`src/rtl/bus_pkg.sv`:
```
// bus_pkg: FSM encoding and default destination-ID constants shared by the bus arbiter slice.
package bus_pkg;
    typedef enum logic [1:0] {IDLE, ROUTE, WAIT} state_t;
    localparam int DEF_ID_W = 8;
    localparam logic [DEF_ID_W-1:0] DEF_BROADCAST = '1;
endpackage

```
`src/rtl/rr_arbiter.sv`:
```
// rr_arbiter: combinational round-robin pick, searching upward from last_grant+1 with wrap-around.
module rr_arbiter #(
    parameter int DRVRS = 4
) (
    input  logic [DRVRS-1:0]         req,
    input  logic [$clog2(DRVRS)-1:0] last_grant,
    output logic                     gnt_valid,
    output logic [$clog2(DRVRS)-1:0] gnt_idx
);
    // Walk from the farthest candidate inward so the nearest requester is the final assignment.
    always_comb begin
        gnt_valid = 1'b0;
        gnt_idx = '0;
        for (int k = DRVRS; k >= 1; k--) begin
            if (req[(int'(last_grant) + k) % DRVRS]) begin
                gnt_valid = 1'b1;
                gnt_idx = $clog2(DRVRS)'((int'(last_grant) + k) % DRVRS);
            end
        end
    end
endmodule

```
`src/rtl/bus_rr_arbiter.sv`:
```
// bus_rr_arbiter: round-robin shared-bus router; pops one packet, decodes its destination
// (unicast, loopback or broadcast) and pushes it all-or-nothing once every target has room.
module bus_rr_arbiter
    import bus_pkg::*;
#(
    parameter int DRVRS = 4,
    parameter int PCKG_SZ = 16,
    parameter int ID_W = DEF_ID_W,
    parameter logic [ID_W-1:0] BROADCAST = {ID_W{1'b1}}
) (
    input  logic                       clk,
    input  logic                       reset,
    input  logic [DRVRS-1:0]           pndng,
    input  logic [DRVRS*PCKG_SZ-1:0]   D_pop,
    output logic [DRVRS-1:0]           pop,
    input  logic [DRVRS-1:0]           full,
    output logic [DRVRS-1:0]           push,
    output logic [PCKG_SZ-1:0]         D_push,
    output logic [15:0]                drop_cnt,
    output logic                       busy
);
    localparam int IW = $clog2(DRVRS);
    state_t state, state_d;
    logic [PCKG_SZ-1:0] data_q;
    logic [IW-1:0] src_q, last_grant, gnt_idx;
    logic [DRVRS-1:0] mask_q, route_mask, mask;
    logic [ID_W-1:0] dest;
    logic gnt_valid, can_push;
    rr_arbiter #(.DRVRS(DRVRS)) u_rr (
        .req(pndng),
        .last_grant(last_grant),
        .gnt_valid(gnt_valid),
        .gnt_idx(gnt_idx)
    );
    // An empty route mask marks a destination that cannot be delivered.
    always_comb begin
        dest = data_q[PCKG_SZ-1 -: ID_W];
        route_mask = (dest == BROADCAST) ? ~(DRVRS'(1) << src_q) :
                     (64'(dest) < 64'(DRVRS)) ? DRVRS'(1) << dest : '0;
        mask = (state == ROUTE) ? route_mask : mask_q;
        can_push = (state != IDLE) && (|mask) && !(|(full & mask));
        state_d = (state == IDLE) ? (gnt_valid ? ROUTE : IDLE) :
                  (can_push || mask == '0) ? IDLE : WAIT;
    end
    always_ff @(posedge clk) begin
        if (reset) begin
            state <= IDLE;
            busy <= 1'b0;
            pop <= '0;
            push <= '0;
            D_push <= '0;
            data_q <= '0;
            src_q <= '0;
            mask_q <= '0;
            drop_cnt <= '0;
            last_grant <= IW'(DRVRS - 1);
        end else begin
            state <= state_d;
            busy <= state_d != IDLE;
            pop <= '0;
            push <= '0;
            if (state == IDLE && gnt_valid) begin
                data_q <= D_pop[int'(gnt_idx)*PCKG_SZ +: PCKG_SZ];
                src_q <= gnt_idx;
                last_grant <= gnt_idx;
                pop <= DRVRS'(1) << gnt_idx;
            end
            if (state == ROUTE) begin
                mask_q <= route_mask;
                if (route_mask == '0 && drop_cnt != 16'hFFFF)
                    drop_cnt <= drop_cnt + 16'd1;
            end
            if (can_push) begin
                push <= mask;
                D_push <= data_q;
            end
        end
    end
endmodule
```
`config.mk`:
```
export PLATFORM = sky130hd
export DESIGN_NAME = bus_rr_arbiter
export DESIGN_NICKNAME = d
export VERILOG_FILES = /design/src/rtl/bus_pkg.sv /design/src/rtl/rr_arbiter.sv /design/src/rtl/bus_rr_arbiter.sv
export SDC_FILE = /design/constraint.sdc
export NUM_CORES = 1
export LEC_CHECK = 0
export CAP_MARGIN = 20
export CORE_ASPECT_RATIO = 2
export CORE_UTILIZATION = 37
export DETAILED_ROUTE_END_ITERATION = 6
export GPL_TIMING_DRIVEN = 0
export PLACE_DENSITY = 0.72
export SLEW_MARGIN = 30
export SYNTH_ARGS = -nofsm -noshare
export SYNTH_HDL_FRONTEND = slang
export SYNTH_HIERARCHICAL = 1
export SYNTH_SLANG_ARGS = --single-unit
export TNS_END_PERCENT = 1
```
`constraint.sdc`:
```
create_clock -name clk -period 2.9 [get_ports clk]
set_clock_uncertainty 0.15 [all_clocks]
set_input_delay 0.58 -clock clk [delete_from_list [all_inputs] [get_ports clk]]
set_output_delay 0.58 -clock clk [all_outputs]
set_load 0.005 [all_outputs]
```
==> impl.org <==
** Synthesis
- In the synthesized netlist the dominant register cell turns out to be dfxtp_1.
- Proportion of register bits with asynchronous set or reset after synthesis :: 0%
- Net count of the mapped netlist :: 438
- Most frequent cells after synthesis :: dfxtp_1 (67), nand2_1 (53), nand2b_1 (37)
- Flop and latch count out of synthesis :: 67
- The netlist uses 46 different library cells.
- Counting every instance in the synthesized netlist gives 363.
- The most common cell in the synthesized netlist is dfxtp_1.
- In the post-synthesis netlist, the biggest area contributors are dfxtp_1 (40%), mux4_2 (11%), nand2b_1 (6.8%).
- The synthesized design contains 0 enable-type register cells.
- The mapped netlist covers 3380 um^2.
- Area share of the largest cell type after synthesis :: 39.6%
- Average size of a mapped cell :: 9.32 um^2
- For this run, the number of Yosys warnings is 6.
- Post-synthesis sequential area ratio :: 39.6%
- Cell accounting for the most synthesized area :: dfxtp_1

** Clocking
- TritonCTS built the clock tree.
- Max clock buf depth :: 2
- The clock drives 67 sinks.
- Clock insertion delay at the later pin of the skew report :: 0.33 ns
- CTS built an H-tree with a depth of 3.
- The number of clock buffers added by TritonCTS is 9.
- Clock-pin slew was measured on the worst setup and hold paths at 0.05 ns.
- CTS Hold Bufs :: 0
- Cell chosen for the clock root :: clkbuf_16

** Place
- The congestion estimate from routability-driven global placement came to 0.840.
- Port bufs :: 114
- Once placement finished, the instance area stood at 4650 um^2.
- Placement-stage worst setup slack :: -0.216 ns
- Half-perimeter wire length after placement :: between 6000 and 7000 um

** Timing
- Adding up every negative setup slack in the final design gives 0 ns.
- Setup violations remaining at the end of the flow were counted as 0.
- Of the available clock period, the critical path in the final layout requires 90.4%.
- The smallest clock period supported by the final layout is computed as 2.62 ns.
- Setup repair after global routing left no endpoint under its margin.
- On the final layout, the worst hold slack is 0.305 ns.
- Max-slew violations :: 0
- The hold violation total from the final report came to 0.
- Measured against its own limit, the worst slew margin works out to 65.4%.
- Fmax :: 381 MHz
- Setup slack on the critical path of the routed design comes to approximately 0.28 ns.
- Slew at the pin closest to its max-slew limit :: 0.519 ns

** Final layout
- Of the cells placed in the final design, the portion with a size suffix greater than 1 is 9.35%.
- Net count reported at finish :: between 500 and 600
- Ant diodes :: 0
- The finished cells cover 4930 um^2.
- Final core occ :: between 50% and 60%
- Compared with the post-synthesis result, the final layout area differs by 45.8%.

** Floorplan
- Die Footprint :: 9550 um^2
- # rows :: 49
- Measured along the x axis, the die boundary spans roughly 70 um.
- After floorplanning, the core was sized to cover 8950 um^2.
- Initial standard-cell utilization of the core :: around 38%
- 115 I/O pins were placed.
- Die boundary height :: 137 um

** Drt
- Total Wirelength :: 8720 um
- In the routed layout, each cell is associated on average with a via count of 5.27.
- In the routed design, unresolved DRC markers number 0.
- Number of DRC markers in iteration 0 :: 132
- Average wire per cell in the routed design :: 14.7 um
- The count of nets left with antenna violations once routing finished came out at 0.
- Total via count in the routed design :: 3130
- The first TritonRoute pass finished after 4 iterations.

** Power and ir drop
- For this design the static power due to leakage is around 1.8 nW.
- Dividing total power by cell area gives a power density of 532 nW/um^2.
- VDD sags by at most 0.330 mV.

** Critical path
- Worst Setup Path Type :: in -> reg
- Top delay family on crit path :: buffers and inverters
- Critical-path maximum fanout :: 10
- Critical path capture point type :: flip-flop
- Max stage delay on crit path :: 0.56 ns
- The signal on the critical path passes through clkdlybuf4s50_1, and2b_1, a21oi_2, o221ai_2, buf_2, mux4_2, nand2_1, a21oi_1.
- For the worst setup path, the data arrival time is between 2 and 3 ns.
- The worst setup path is launched from a primary input.
- CP bufs+invs :: 2
- Cell with the biggest individual delay on the critical path :: mux4_2
- Data on the critical path is required at its endpoint by 2.94 ns.

** Global route
- For this run, the total global-route usage over all layers was measured as 19.4%.
- Vias in the first global route :: 3136
- The first global-routing pass estimated 14500 um of wire.
- Total gr overflow :: 0
- Entering global routing, the biggest net connects 11 pins.
- The number of antenna violations at the first check in global routing was 0.

** Outcome
- Outcome :: completed

** Hold path
- Path class of the lowest-slack min-delay path :: reg -> reg

** Run
- Max-cap violations in this run came to 0.
cell families (layout without fill, tap and decap cells):
kind of cell / Yosys count / after routing / synth area share, %
XOR/XNOR: 14 / 14 / 3.62
flip-flops: 67 / 67 / 39.6
AND/OR/NAND/NOR: 174 / 174 / 27.1
adder cells (fa/ha/maj): 1 / 1 / 0.370
buffers and inverters: 24 / 153 / 3.25
AO/OA/AOI/OAI: 48 / 48 / 9.69
multiplexers: 35 / 35 / 16.3
where the power goes:
group          leakage [nW]  switching [mW]  internal (mW)
clock network         0.141           0.366          0.640
logic                  1.06           0.253          0.318
registers             0.546          0.0617          0.985
total                  1.75           0.681           1.94
placed cells by master, fill, tap and decap left out, types with 3 or more instances in the layout:
cell type	instances
and2_1	6
mux4_2	16
clkbuf_1	17
clkbuf_8	3
nor4_1	3
nand3_1	14
mux2i_1	18
dfxtp_1	67
xor2_1	10
clkdlybuf4s50_1	114
o21ai_0	5
nand2_1	53
clkbuf_16	9
xnor2_1	4
and3_1	6
nand4_1	7
buf_2	3
nand2b_1	37
nor2_1	26
a21oi_1	28
nor3_1	9
layer usage:
layer / routed length (um) / up-vias / GRT usage [%]
li1: - / 1530 / -
met1: 3070 / 1473 / 18.5
met2: 4900 / 106 / 37.6
met3: 408 / 21 / 4.10
met4: 333 / 0 / 11.0
met5: 0 / - / 0
worst reg2reg max path: cells and delay by family, from the launching register on:
family                 cells  cell delay [ns]
and+or+nand+nor            3             0.94
AOI/OAI and AO/OA          2             0.40
buffers and inverters      2             0.34
DFF                        1             0.29
muxes                      1             0.19
per-stage QoR:
step	instances	total power, mW
floorplan	363	1.41
global placement	579	1.62
detailed placement	579	1.64
CTS	594	2.65
global route	594	2.74
finish	594	2.62
final cells by class:
type | instances | area [um^2]
tap | 102 | 128
multi-input combinational | 272 | 1930
inverter | 2 | 7.51
sequential | 67 | 1340
fill | 796 | 4020
clock buffer | 13 | 270
timing repair buffer | 114 | 1140
clock inverter | 2 | 10.0
buffer | 22 | 104
state kept, by name, summed over array words and instances (netlist names):
name        flops
busy            1
pop             4
mask_q          4
data_q         16
last_grant      2
push            4
state           2
src_q           2
D_push         16
drop_cnt       16
final timing paths:
path	from	end	slack (ns)	cells past startpoint
worst min-delay path	data_q[1]	data_q[1]	0.30	2
worst max-delay path	pndng[3]	data_q[13]	0.28	8
worst min register to register	data_q[1]	data_q[1]	0.30	2
worst max register to register	data_q[9]	D_push[13]	0.52	8
repair_timing:
| item | in CTS | in global routing |
|---|---|---|
| resized for setup | 0 | 1 |
| setup endpoints to repair | 0 | 2 |
| endpoints found under the hold margin | 0 | 0 |
| buffers inserted | 0 | 0 |
(Power assumes the default switching activity.)
